--- config.mk ---
export PLATFORM = sky130hd
export DESIGN_NAME = if_id_prefetch_stage
export DESIGN_NICKNAME = d
export VERILOG_FILES = /design/src/rtl/mips_pkg.sv /design/src/rtl/if_id_prefetch_fifo.sv /design/src/rtl/if_id_prefetch_stage.sv
export SDC_FILE = /design/constraint.sdc
export NUM_CORES = 1
export LEC_CHECK = 0
export ABC_AREA = 1
export BUFFER_PORTS_ARGS = -buffer_cell sky130_fd_sc_hd__buf_2
export CAP_MARGIN = 25
export CELL_PAD_IN_SITES_DETAIL_PLACEMENT = 0
export CELL_PAD_IN_SITES_GLOBAL_PLACEMENT = 1
export CORE_MARGIN = 10
export CORE_UTILIZATION = 46
export DETAILED_ROUTE_END_ITERATION = 10
export HOLD_SLACK_MARGIN = 0.12
export MAX_ROUTING_LAYER = met4
export PLACE_DENSITY = 0.91
export SYNTH_ARGS = -nofsm -noshare
export SYNTH_HDL_FRONTEND = slang
export SYNTH_SLANG_ARGS = --single-unit
--- constraint.sdc ---
create_clock -name clk -period 4.85 [get_ports clk]
set_clock_uncertainty 0.2 [all_clocks]
set_input_delay 0.2425 -clock clk [delete_from_list [all_inputs] [get_ports clk]]
set_output_delay 0.2425 -clock clk [all_outputs]
set_load 0.01 [all_outputs]
--- src/rtl/mips_pkg.sv ---
// mips_pkg: shared fetch/decode constants and the prefetch queue entry layout.
package mips_pkg;
  localparam int INSTR_BYTES = 4;
  localparam logic [31:0] NOP_DEFAULT = 32'h0000_0000;
  typedef struct packed {
    logic [31:0] instr;
    logic [31:0] pc_plus4;
  } entry_t;
endpackage

--- src/rtl/if_id_prefetch_fifo.sv ---
// prefetch_fifo: power-of-two synchronous FIFO with async reset and sync clear.
module prefetch_fifo #(
  parameter int W     = 64,
  parameter int DEPTH = 4
) (
  input  logic                       clk,
  input  logic                       rst_n,
  input  logic                       clr,
  input  logic                       push,
  input  logic                       pop,
  input  logic [W-1:0]               din,
  output logic [W-1:0]               dout,
  output logic [$clog2(DEPTH+1)-1:0] count
);
  localparam int CW = $clog2(DEPTH+1);
  localparam int AW = $clog2(DEPTH);
  logic [W-1:0]  mem [DEPTH];
  logic [AW-1:0] rd_ptr, wr_ptr;
  always_ff @(posedge clk or negedge rst_n) begin
    if (!rst_n) begin
      rd_ptr <= '0;
      wr_ptr <= '0;
      count  <= '0;
    end else if (clr) begin
      rd_ptr <= '0;
      wr_ptr <= '0;
      count  <= '0;
    end else begin
      wr_ptr <= push ? wr_ptr + AW'(1) : wr_ptr;
      rd_ptr <= pop ? rd_ptr + AW'(1) : rd_ptr;
      count  <= count + CW'(push) - CW'(pop);
    end
  end
  always_ff @(posedge clk) begin
    if (push) mem[wr_ptr] <= din;
  end
  assign dout = mem[rd_ptr];
endmodule

--- src/rtl/if_id_prefetch_stage.sv ---
// if_id_prefetch_stage: PC, prefetch queue and registered IF/ID boundary with sync branch flush.
module if_id_prefetch_stage import mips_pkg::*; #(
  parameter int              XLEN      = 32,
  parameter int              DEPTH     = 4,
  parameter logic [XLEN-1:0] RESET_PC  = '0,
  parameter logic [XLEN-1:0] NOP_INSTR = XLEN'(NOP_DEFAULT)
) (
  input  logic                       clk,
  input  logic                       rst_n,
  input  logic                       stall_d,
  input  logic                       pcsrc_d,
  input  logic [XLEN-1:0]            pc_branch_d,
  output logic [XLEN-1:0]            imem_addr,
  input  logic [XLEN-1:0]            imem_rdata,
  output logic [XLEN-1:0]            instr_d,
  output logic [XLEN-1:0]            pc_plus4_d,
  output logic                       valid_d,
  output logic [$clog2(DEPTH+1)-1:0] q_count,
  output logic                       stall_f
);
  localparam int CW = $clog2(DEPTH+1);
  logic [XLEN-1:0]   pc_f, pc_next4;
  logic [2*XLEN-1:0] fetched, head, id_next;
  logic              pop, fetch_en, bypass, q_push, q_pop;
  assign pc_next4  = pc_f + XLEN'(INSTR_BYTES);
  assign imem_addr = pc_f;
  assign pop       = !stall_d && !pcsrc_d;
  assign fetch_en  = !pcsrc_d && (q_count < CW'(DEPTH) || pop);
  assign stall_f   = !pcsrc_d && q_count == CW'(DEPTH) && !pop;
  // An empty queue forwards the fetched word straight to ID, keeping the 1-cycle latency.
  assign bypass    = pop && q_count == '0;
  assign q_push    = fetch_en && !bypass;
  assign q_pop     = pop && !bypass;
  assign fetched   = {imem_rdata, pc_next4};
  assign id_next   = bypass ? fetched : head;
  prefetch_fifo #(.W(2*XLEN), .DEPTH(DEPTH)) u_fifo (
    .clk   (clk),
    .rst_n (rst_n),
    .clr   (pcsrc_d),
    .push  (q_push),
    .pop   (q_pop),
    .din   (fetched),
    .dout  (head),
    .count (q_count)
  );
  always_ff @(posedge clk or negedge rst_n) begin
    if (!rst_n) pc_f <= RESET_PC;
    else if (pcsrc_d) pc_f <= {pc_branch_d[XLEN-1:2], 2'b00};
    else if (fetch_en) pc_f <= pc_next4;
  end
  always_ff @(posedge clk or negedge rst_n) begin
    if (!rst_n) begin
      instr_d    <= NOP_INSTR;
      pc_plus4_d <= '0;
      valid_d    <= 1'b0;
    end else if (pcsrc_d) begin
      instr_d    <= NOP_INSTR;
      pc_plus4_d <= '0;
      valid_d    <= 1'b0;
    end else if (pop) begin
      {instr_d, pc_plus4_d} <= id_next;
      valid_d               <= 1'b1;
    end
  end
endmodule

Yosys cells after proc, flatten, opt, wreduce, memory -nomap -nowiden:

Memories as Yosys holds them, arrays and structs flattened.
Index checks and enable logic that the tools add are counted.

* bits in registers: 104
* output and inout port bits: 101
* RAM bits: 256
* bits of input ports: 68
* memories: 1

* reduce and logical (&&, ||, !) cells: 17
* mux-type cells: 16
* add/subtract/negate cells: 5
* equality and inequality tests: 1
* $lt $le $gt $ge: 1

Memory list
* u_fifo.mem: depth 4, width 64, read ports 1, clocked after memory_dff 0, wr ports 1, RTL line if_id_prefetch_fifo.sv:17 `logic [W-1:0] mem [DEPTH];`

Operators by type and width (count)
* 2-to-1 mux 32 bit: 6
* 2-to-1 mux 64 bit: 1
* adder 32 x 3 -> 32 bit, second input constant: 1
* 2-to-1 mux 2 bit: 4
* nonzero test 2 bit: 4
* logical AND 1 bit: 7
* adder 2 x 1 -> 2 bit, second input constant: 2
* logical NOT 1 bit: 4
* 2-to-1 mux 1 bit: 4
* adder 3 x 1 -> 3 bit: 1
* equality test 3 bit, second input constant: 1
* logical NOT 3 bit: 1
* < comparator 3 bit, second input constant: 1
* 2-to-1 mux 3 bit: 1
* subtractor 3 x 1 -> 3 bit: 1
* logical OR 1 bit: 1

Longest topological paths before layout:

* word-level depth: 8
* gate-level depth with buffers: 13
* mapped depth without buffers: 11

Hierarchy:

A second synthesis with hierarchy kept.

* cell total of the unflattened synthesis: 1516
* area, all modules: 15929.0 sq um

By module, submodules not included
* prefetch_fifo: area each 10637.7 sq um, instances 1, sequential area each 7862.5 sq um, cells an instance 798
* if_id_prefetch_stage: area each 5291.3 sq um, instances 1, sequential area each 2377.3 sq um, cells an instance 718

Worst setup path before layout:

No wires, ideal clock.

* path kind: register to register
* start: register u_fifo.count[1]
* end: memory u_fifo.mem[0][10], enable pin
* stages on the path, launching flop included: 5
* clock period less this slack: 4.133 ns
* library setup time: 0.482 ns
* data arrival time: 3.450 ns
* path slack: 0.717 ns
* path through: dfrtp_1 > inv_1 > nand4_4 > nand2_1 > nor2_1

* cells in the longest elaborated chain, start to end: 6
* elaborated cells on any way between the ends: 9

Ends and longest elaborated chain
* start, declared: RTL line if_id_prefetch_fifo.sv:13 `output logic [$clog2(DEPTH+1)-1:0] count`
* start signal, assigned: RTL line if_id_prefetch_fifo.sv:31 `count <= count + CW'(push) - CW'(pop);`
* < comparator 3 bit or logical NOT 3 bit (tied branches): RTL line if_id_prefetch_stage.sv:28, if_id_prefetch_stage.sv:31
* logical OR 1 bit or logical AND 1 bit (tied branches): RTL line if_id_prefetch_stage.sv:28, if_id_prefetch_stage.sv:31
* logical AND 1 bit or logical NOT 1 bit (tied branches): RTL line if_id_prefetch_stage.sv:28, if_id_prefetch_stage.sv:32
* logical AND 1 bit (*): RTL line if_id_prefetch_stage.sv:32 `assign q_push = fetch_en && !bypass;`
* 2-to-1 mux 1 bit (*): RTL line if_id_prefetch_fifo.sv:35 `if (push) mem[wr_ptr] <= din;`
* 2-to-1 mux 1 bit (implied by the code) (*): RTL line if_id_prefetch_fifo.sv:35
* end, declared: RTL line if_id_prefetch_fifo.sv:17

Every way passes the cells marked *; elsewhere a longest branch is shown, timed or not.

Worst setup path after layout:

* start: register u_fifo.count[2]
* end: memory u_fifo.mem[3][51], enable pin

Same word-level chain as after synthesis.

==> results.json <==
{
  "status": "finished clean",
  "worstSetupPathType": "flip-flop to flip-flop",
  "antenna_found_initial": 1,
  "first_pass_iters": 6,
  "routed_wl_um": 39440,
  "synth_edf_count": 248,
  "utilization": 0.5658,
  "cts.sinks": 349,
  "synthFlopType": "edfxtp_1",
  "setup_viol": 0,
  "drcViolationCount": 0,
  "rows": 65,
  "finalSetupTns_ns": 0,
  "yosys_warnings": 0,
  "synthArstFlopShare": 0.2894,
  "synth_area_leaders": "edfxtp_1 50%, dfrtp_1 17%, nand2_1 12%, nand3_1 7.8%, nor2_1 2.1%",
  "hold_path_class": "input pin to async pin",
  "grt_pass1_wl_um": 61470,
  "port_buffers": 164,
  "tritoncts": "yes",
  "cts_setup_buffers": 0,
  "drt-initial-drc-count": 780,
  "core-area_um2": 31720,
  "grt_overflow_total": 0,
  "timing.fmax_mhz": 331.7,
  "synth_common_cells": "468 x nand2_1, 248 x edfxtp_1, 231 x nand3_1",
  "crit_fanout": 42,
  "ant_nets": 0,
  "ctsHoldBuffers": 65,
  "die-area_um2": 39980,
  "hold_viol_final": 0,
  "worst_pin_slew_ns": 0.9670,
  "synthToLayoutAreaGrowth_pct": 20.48,
  "finalPower_uw": 9424,
  "hpwl_um": 24580,
  "required_ns": 4.83,
  "globalRouteTotalUtil": 0.2032,
  "grt_start_max_net_pins": 75,
  "slew_violations": 0,
  "maxCapViolations": 0,
  "synth_cell_types": 38,
  "vias": 11060,
  "synth_area_um2": 14900,
  "routedWlPerCell_um": 19.01,
  "yosysMostFrequentCell": "nand2_1",
  "crit_arrival_ns": 2.99,
  "fin_crit_ns": 3.015,
  "synth.top_cell.area_share": 0.4999,
  "dieWidth_um": 200.0,
  "cts_buffers": 36,
  "initial_core_util": 0.4697,
  "layout-drive-gt1-share": 0.1555,
  "die_y_um": 200.0,
  "clkTransAtPathRegs_ns": 0.06,
  "fin_crit_sh": 0.6217,
  "cts_resized": 0,
  "yosysSeqAreaShare": 0.6696,
  "syn_avg_cell_area_um2": 10.41,
  "start_kind": "flip-flop",
  "htree_levels": 2,
  "rsz0062_at_grt": "no",
  "netlist_instances": 1431,
  "crit_path_end_kind": "flip-flop",
  "power_density_nw_per_um2": 525.1,
  "power_leakage_uw": 0.007583,
  "grt_pass1_vias": 11060,
  "clk_latency_ns": 0.52,
  "ctsRootBufferMaster": "clkbuf_16",
  "yosys.area.top_type": "edfxtp_1",
  "peakVddDrop_uv": 254.6,
  "worst_slew_margin_rel": 0.3544,
  "clk_path_buf_depth": 3,
  "vias_per_cell": 5.328,
  "synth_seq_cells": 349,
  "io_pins": 169,
  "place.gp.congestion": 0.9208,
  "finish.net_count": 1720
}
[logic make-up (layout without fill, tap and decap cells)]
family          after synthesis  in the layout  synth area share
other cells                   1              3         0.0002517
compound gates              103            103           0.04233
fa+ha+maj                     8              8          0.007223
simple gates                816            816            0.2338
flops                       349            349            0.6696
buf+inv                     147            387           0.04267
xor+xnor                      7              7          0.004116
[worst paths after layout]
path	start	cells past startpoint	slack, ns	to
worst max-delay path	u_fifo.count[2]	5	1.83	u_fifo.mem[3][51]
worst min-delay path	rst_n	2	0.17	imem_addr[10]
worst max register to register	u_fifo.count[2]	5	1.83	u_fifo.mem[3][51]
worst min register to register	instr_d[17]	2	0.28	instr_d[17]
max in group asynchronous	rst_n	3	3.09	u_fifo.rd_ptr[0]
min in group clk	instr_d[17]	2	0.28	instr_d[17]
[layer usage]
| layer | share of wire | routed length, um | vias to the layer above | track usage |
|---|---|---|---|---|
| li1 | - | - | 5297 | - |
| met1 | 0.43 | 16830 | 5328 | 0.2550 |
| met2 | 0.49 | 19210 | 375 | 0.3361 |
| met3 | 0.064 | 2527 | 56 | 0.03416 |
| met4 | 0.022 | 873 | 0 | 0.05440 |
| met5 | 0 | 0 | - | - |
[power breakdown]
group | internal (uW) | switching [uW]
combinational | 747 | 1620
sequential | 3880 | 341
clock | 1690 | 1140
total | 6320 | 3100
[state kept, by name (all words and copies together) (netlist names)]
register       flops
imem_addr         30
u_fifo.rd_ptr      2
valid_d            1
u_fifo.wr_ptr      2
u_fifo.mem       248
pc_plus4_d        31
u_fifo.count       3
instr_d           32
[placed cells by master, fill, tap and decap left out, drive strengths merged]
cell / count
or2: 1
nand4: 1
a22o: 1
clkinv: 12
o31ai: 1
edfxtp: 248
dfrtp: 101
a22oi: 33
nor3: 2
xor2: 3
ha: 7
o21ai: 48
a21oi: 9
and3: 1
nor2: 88
xnor2: 4
o21bai: 5
and2: 18
buf: 179
o211ai: 5
inv: 79
dlygate4sd3: 65
o22ai: 1
diode: 1
conb: 2
clkbuf: 45
nand3: 232
clkinvlp: 2
bufinv: 5
fa: 1
nand3b: 1
nand2: 472
[cell type report]
type / count / area [um2]
well taps: 402 / 503.0
flip-flops and latches: 349 / 9980
multi-input cells: 936 / 4324
repair buffers: 244 / 1637
fillers: 2692 / 13770
diodes: 1 / 2.502
clock buffers: 45 / 965.9
clock inverters: 21 / 245.2
inverters: 77 / 290.3
[metrics by stage]
step / instances / hold slack (ns) / setup slack, ns / instance area (um2)
finish: 2075 / 0.1745 / 1.835 / 17950
global route: 2075 / 0.2544 / 1.701 / 17950
CTS: 2074 / 0.2087 / 1.828 / 17940
detailed placement: 1943 / 0.2065 / 1.845 / 16080
global placement: 1943 / 0.2076 / 1.880 / 16080
floorplan: 1432 / -0.2531 / 0.7174 / 14900
[worst max-delay path: stages (launching register included)]
cell and delay (ns):
dfrtp_1 0.47, a21oi_2 0.17, buf_4 0.38, nand2_1 0.35, nor2_4 0.73, buf_12 0.36
No activity file was read; power rests on OpenSTA's default activity.
